[src/rtl/lc3_pkg.sv]
// Shared definitions for the parametrised LC-3 fetch sequencer:
// opcode constants, sequencer state encoding and a sign-extension helper.
package lc3_pkg;

   localparam logic [3:0] OP_BR  = 4'b0000;
   localparam logic [3:0] OP_LD  = 4'b0010;
   localparam logic [3:0] OP_ST  = 4'b0011;
   localparam logic [3:0] OP_JSR = 4'b0100;
   localparam logic [3:0] OP_LDI = 4'b1010;
   localparam logic [3:0] OP_STI = 4'b1011;
   localparam logic [3:0] OP_JMP = 4'b1100;

   // Wide enough to hold the largest supported read latency (4).
   localparam int CNT_W = 3;

   typedef enum logic [1:0] {
      ST_IDLE,
      ST_EA,
      ST_IND_WAIT,
      ST_FETCH
   } state_t;

   // Sign-extends the low w bits of v to 32 bits; callers truncate to their width.
   function automatic logic [31:0] sext(input logic [31:0] v, input int w);
      logic [31:0] t;
      t = v << (32 - w);
      return 32'($signed(t) >>> (32 - w));
   endfunction

endpackage

[src/rtl/fetch_ea_adder.sv]
// Effective-address adder: base + sign-extended offset, modulo 2^ADDR_W.
// Shared by the BR/JSR branch target and the LD/ST/LDI/STI data address.
module fetch_ea_adder
   import lc3_pkg::*;
#(
   parameter int ADDR_W = 16,
   parameter int OFF_W  = 9
) (
   input  logic [ADDR_W-1:0] base,
   input  logic [OFF_W-1:0]  offset,
   output logic [ADDR_W-1:0] sum
);

   assign sum = ADDR_W'(32'(base) + sext(32'(offset), OFF_W));

endmodule

[src/rtl/fetch_seq_param.sv]
// Fetch sequencer: after each accepted fetch_start it runs the control-flow /
// effective-address phase of the latched instruction, an optional indirect
// pointer phase, and finally the next instruction fetch.
module fetch_seq_param
   import lc3_pkg::*;
#(
   parameter int                ADDR_W   = 16,
   parameter int                OFF_W    = 9,
   parameter int                MEM_LAT  = 1,
   parameter logic [ADDR_W-1:0] RESET_PC = '0
) (
   input  logic              clk,
   input  logic              rst,
   input  logic              fetch_start,
   input  logic [3:0]        opCode_in,
   input  logic [OFF_W-1:0]  offset_in,
   input  logic [ADDR_W-1:0] reg_in,
   input  logic [2:0]        br_nzp,
   input  logic [2:0]        result_nzp,
   input  logic [ADDR_W-1:0] mem_rdata,
   output logic [ADDR_W-1:0] addr_out,
   output logic              wea_out,
   output logic              mem_en,
   output logic [ADDR_W-1:0] pc,
   output logic              busy,
   output logic              done
);

   state_t            state, state_nxt;
   logic [3:0]        op_q;
   logic [OFF_W-1:0]  off_q;
   logic [ADDR_W-1:0] reg_q;
   logic [2:0]        br_q, cc_q;
   logic [CNT_W-1:0]  cnt, cnt_nxt;
   logic [ADDR_W-1:0] ea;
   logic [ADDR_W-1:0] pc_nxt, addr_nxt;
   logic              wea_nxt, en_nxt, done_nxt;

   fetch_ea_adder #(.ADDR_W(ADDR_W), .OFF_W(OFF_W)) u_ea (
      .base   (pc),
      .offset (off_q),
      .sum    (ea)
   );

   assign busy = (state != ST_IDLE);

   // State register plus the instruction fields captured when a start is accepted.
   always_ff @(posedge clk) begin
      if (rst) begin
         state <= ST_IDLE;
         op_q  <= '0;
         off_q <= '0;
         reg_q <= '0;
         br_q  <= '0;
         cc_q  <= '0;
         cnt   <= '0;
      end else begin
         state <= state_nxt;
         cnt   <= cnt_nxt;
         if (state == ST_IDLE && fetch_start) begin
            op_q  <= opCode_in;
            off_q <= offset_in;
            reg_q <= reg_in;
            br_q  <= br_nzp;
            cc_q  <= result_nzp;
         end
      end
   end

   // Next-state selection; only indirect ops take the pointer-wait detour.
   always_comb begin
      state_nxt = state;
      case (state)
         ST_IDLE:     if (fetch_start) state_nxt = ST_EA;
         ST_EA:       state_nxt = (op_q == OP_LDI || op_q == OP_STI) ? ST_IND_WAIT : ST_FETCH;
         ST_IND_WAIT: if (cnt <= CNT_W'(1)) state_nxt = ST_FETCH;
         ST_FETCH:    state_nxt = ST_IDLE;
         default:     state_nxt = ST_IDLE;
      endcase
   end

   // Next values of the registered memory-port outputs, PC and latency counter.
   always_comb begin
      pc_nxt   = pc;
      addr_nxt = addr_out;
      wea_nxt  = 1'b0;
      en_nxt   = 1'b0;
      done_nxt = 1'b0;
      cnt_nxt  = cnt;
      case (state)
         ST_EA: begin
            case (op_q)
               OP_BR:  if ((br_q & cc_q) != 3'b000) pc_nxt = ea;
               OP_JMP: pc_nxt = reg_q;
               OP_JSR: pc_nxt = ea;
               OP_LD, OP_ST: begin
                  addr_nxt = ea;
                  en_nxt   = 1'b1;
                  wea_nxt  = (op_q == OP_ST);
               end
               OP_LDI, OP_STI: begin
                  addr_nxt = ea;
                  en_nxt   = 1'b1;
                  cnt_nxt  = CNT_W'(MEM_LAT);
               end
               default: ;
            endcase
         end
         ST_IND_WAIT: begin
            if (cnt <= CNT_W'(1)) begin
               addr_nxt = mem_rdata;
               en_nxt   = 1'b1;
               wea_nxt  = (op_q == OP_STI);
               cnt_nxt  = '0;
            end else begin
               cnt_nxt = cnt - CNT_W'(1);
            end
         end
         ST_FETCH: begin
            addr_nxt = pc;
            pc_nxt   = pc + ADDR_W'(1);
            en_nxt   = 1'b1;
            done_nxt = 1'b1;
         end
         default: ;
      endcase
   end

   // Registered outputs; reset abandons any in-flight access.
   always_ff @(posedge clk) begin
      if (rst) begin
         pc       <= RESET_PC;
         addr_out <= '0;
         wea_out  <= 1'b0;
         mem_en   <= 1'b0;
         done     <= 1'b0;
      end else begin
         pc       <= pc_nxt;
         addr_out <= addr_nxt;
         wea_out  <= wea_nxt;
         mem_en   <= en_nxt;
         done     <= done_nxt;
      end
   end

endmodule

[config.mk]
export PLATFORM = sky130hd
export DESIGN_NAME = fetch_seq_param
export DESIGN_NICKNAME = d
export VERILOG_FILES = /design/src/rtl/lc3_pkg.sv /design/src/rtl/fetch_ea_adder.sv /design/src/rtl/fetch_seq_param.sv
export SDC_FILE = /design/constraint.sdc
export NUM_CORES = 1
export LEC_CHECK = 0
export CORE_ASPECT_RATIO = 1.2
export CORE_MARGIN = 1.5
export CORE_UTILIZATION = 50
export DETAILED_ROUTE_END_ITERATION = 8
export GPL_ROUTABILITY_DRIVEN = 0
export GPL_TIMING_DRIVEN = 0
export HOLD_SLACK_MARGIN = 0.08
export PLACE_DENSITY = 0.78
export SYNTH_ARGS = -nofsm -noshare
export SYNTH_HDL_FRONTEND = slang
export SYNTH_SLANG_ARGS = --single-unit
export TNS_END_PERCENT = 1
[constraint.sdc]
create_clock -name clk -period 3.5 [get_ports clk]
set_clock_uncertainty 0.15 [all_clocks]
set_input_delay 1.05 -clock clk [delete_from_list [all_inputs] [get_ports clk]]
set_output_delay 1.05 -clock clk [all_outputs]
set_load 0.03 [all_outputs]
==> out/metrics.csv <==
stage,metric,value,unit
run_status,status,"complete, no violations",
floorplanning,fp.dieH,107,microns
layout,stdcell_count,838,
timing,finalSetupViolations,0,
timing,fmax,320,MHz
power,leakagePower,2.10,nW
timing,final_hold_viol_count,0,
layout,areaGrowthSynthToFinish,26.9,%
detailed_routing,drt_wl_total,14200,microns
detailed_routing,drt_first_pass_iters,5,
floorplanning,die_area,9620,sq um
critical_path,cp.required,3.63,ns
detailed_routing,drtIter0Drc,509,
synth,synth_adder_area_share,0.0681,
timing,rsz0062_at_grt,no,
synth,synth_xor_area_frac,0.0252,
power,intPower,0.00196,W
critical_path,cp_common_cell,o21ai_1,
detailed_routing,drtAntennaViolNets,0,
layout,final_common_cell,nand2_1,
synth,ys_types,63,
detailed_routing,wl_per_cell,16.9,microns
clocking,cts_hold_buf,0,
synth,synth_area,4520,sq um
layout,final_cell_mix,"nand2_1 (117), clkdlybuf4s50_1 (89), a21oi_1 (80)",
layout,stdcell_area,5740,sq um
clocking,cts_buffers,9,
clocking,post-cts-setup-buffers,0,
detailed_routing,vias,5056,
synth,synth.avg_cell_area,7.34,sq um
synth,synth_simple_gate_area_frac,0.232,
global_route,overflow,0,
critical_path,start_kind,register,
power,power.switching,0.00159,W
global_route,grt_use_total,0.294,
worst_hold_path,hold_path.class,register to register,
synth,async_flop_share,0,
flow_run,maxCapViolations,0,
global_route,grt_pass1_vias,4631,
floorplanning,num_io_pins,90,
detailed_routing,drc,0,
critical_path,r2r_cells,9,
power,ir_worst_vdd,0.286,mV
detailed_routing,viasPerCell,6.03,
critical_path,arrival,3.26,ns
synth,synth_top_family_by_area,compound AO/OA/AOI/OAI gates,
clocking,htree_levels,3,
critical_path,critical_path.max_fanout,8,
timing,post-route-min-period,3.13,ns
power,pwr-share-seq,0.343,
timing,min_period_over_period,0.893,
clocking,cts_tree,yes,
synth,synth.area.mux_share,0.0177,
timing,relSlewSlack,0.556,
layout,fin_nets,794,
floorplanning,die_w,89.8,microns
timing,slew_viol_final,0,
placed_design,io_buffer_count,89,
critical_path,cpPeakStageDelay,0.51,ns
clocking,clock_latency,0.37,ns
floorplanning,core,8660,sq um
placed_design,hpwl,10700,microns
critical_path,endpoint_kind,register,
clocking,cts-resized-gates,0,
global_route,grt_max_degree,14,
synth,synth-seq-cells,75,
placed_design,placedCellCount,822,
synth,synth_enable_flop_cells,0,
clocking,clk_root_buffer_cell,clkbuf_8,
synth,ys_warn_count,0,
synth,yosys.area.top_type,dfxtp_1,
clocking,clkTransAtPathRegs,0.09,ns
power,power.density,620,nW/um^2
layout,insertedDiodeCount,0,
synth,synth.top_cell.area_share,0.332,
placed_design,placed_area,5560,sq um
critical_path,slowest_stage,a2111oi_0,
timing,worst_pin_slew,0.662,ns
synth,synth_nets,694,
synth,synth-main-ff-cell,dfxtp_1,
global_route,grt_pass1_wl,22600,microns
worst_hold_path,hold_depth,2,
power,clockPowerShare,0.176,
synth,synth-compound-area-share,0.277,
clocking,clkSinkCount,75,
floorplanning,fp-row-count,37,
layout,fill_cells,794,
power,power.switching_fraction,0.448,
global_route,antenna_found_initial,0,
clocking,cts.path.max_buffers,2,
synth,synth_area_leaders,"dfxtp_1 (33%), nand2_1 (9.7%), a21oi_1 (8.9%), ha_1 (6.4%), nor2_1 (5.4%)",
synth,ys_seq_area_frac,0.332,
layout,drive_gt1_frac,0.0430,
critical_path,timing_worst_setup_path_type,register to register,
power,combPwrFrac,0.481,
synth,syn_inst,616,
timing,tns,0,ns
floorplanning,initial_core_util,0.522,
critical_path,crit_chain,ha_1 > fa_1 > a211oi_2 > o21ai_1 > a21oi_1 > o21ai_1 > a2111oi_0 > a31oi_1 > a311oi_1,
-- cell usage after synthesis (all sizes together), types with 5 or more instances --
library cell    n
a2111oi         5
a211oi          6
a21oi          80
a221oi          5
a22oi          16
a311oi         14
a31oi           5
buf             8
clkbuf         31
dfxtp          75
ha             23
inv            15
mux2i           8
nand2         118
nand3          15
nor2           65
nor3           14
o21ai          37
o21bai          6
xnor2           6
xor2            7
-- path summary, 6_finish.rpt --
check,start,end,slack [ns]
max,pc[0],pc[14],0.37
min,reg_q[0],reg_q[0],0.31
max reg2reg,pc[0],pc[14],0.37
min reg2reg,reg_q[0],reg_q[0],0.31
-- sequential cells by signal, indices dropped and copies added, names as in the netlist --
signal	count
br_q	3
pc	16
wea_out	1
reg_q	16
done	1
state	2
cnt	3
cc_q	3
op_q	4
off_q	9
addr_out	16
mem_en	1
-- logic make-up after synthesis --
group                      Yosys count
and+or+nand+nor                    242
AOI/OAI and AO/OA                  199
DFF                                 75
buffers and inverters               55
adders and majority gates           24
xor gates and xnor gates            13
muxes                                8
-- power by group through the flow --
stage          Sequential (W)  Clock (W)  Combinational, W
4_1_cts               0.00121   0.000624           0.00168
3_5_place_dp          0.00123          0           0.00167
5_1_grt               0.00124   0.000666           0.00187
3_3_place_gp          0.00122          0           0.00164
6_report              0.00122   0.000626           0.00171
2_1_floorplan         0.00133          0           0.00100
-- routing by layer --
metal  GRT usage  routed length (microns)
met4       0.116                      469
met2       0.497                     6440
met5           0                        0
met1       0.381                     5950
met3      0.0376                     1310
-- worst max-delay path, delay by kind of cell (launching register included) --
kind | cells | cell delay, ns
compound gates | 7 | 1.73
fa+ha+maj | 2 | 0.74
flops | 1 | 0.41
-- final cells by class --
cell class,count,area [sq um],area share
clock inverter,5,37.5,0.00654
timing repair buffer,89,891,0.155
clock buffer,11,141,0.0246
inverter,16,60.1,0.0105
sequential,75,1500,0.262
buffer,39,155,0.0270
multi-input combinational,486,2800,0.489
tap,117,146,0.0255
-- metrics by stage --
| step | setup WS [ns] | total power (W) | util | hold slack, ns |
|---|---|---|---|---|
| floorplan | 0.742 | 0.00233 | - | 0.282 |
| global placement | 0.547 | 0.00286 | 0.642 | 0.295 |
| detailed placement | 0.451 | 0.00290 | 0.642 | 0.302 |
| CTS | 0.432 | 0.00352 | 0.663 | 0.312 |
| global route | 0.142 | 0.00378 | 0.663 | 0.341 |
| finish | 0.373 | 0.00356 | 0.663 | 0.313 |
No activity file was read; power rests on OpenSTA's default activity.
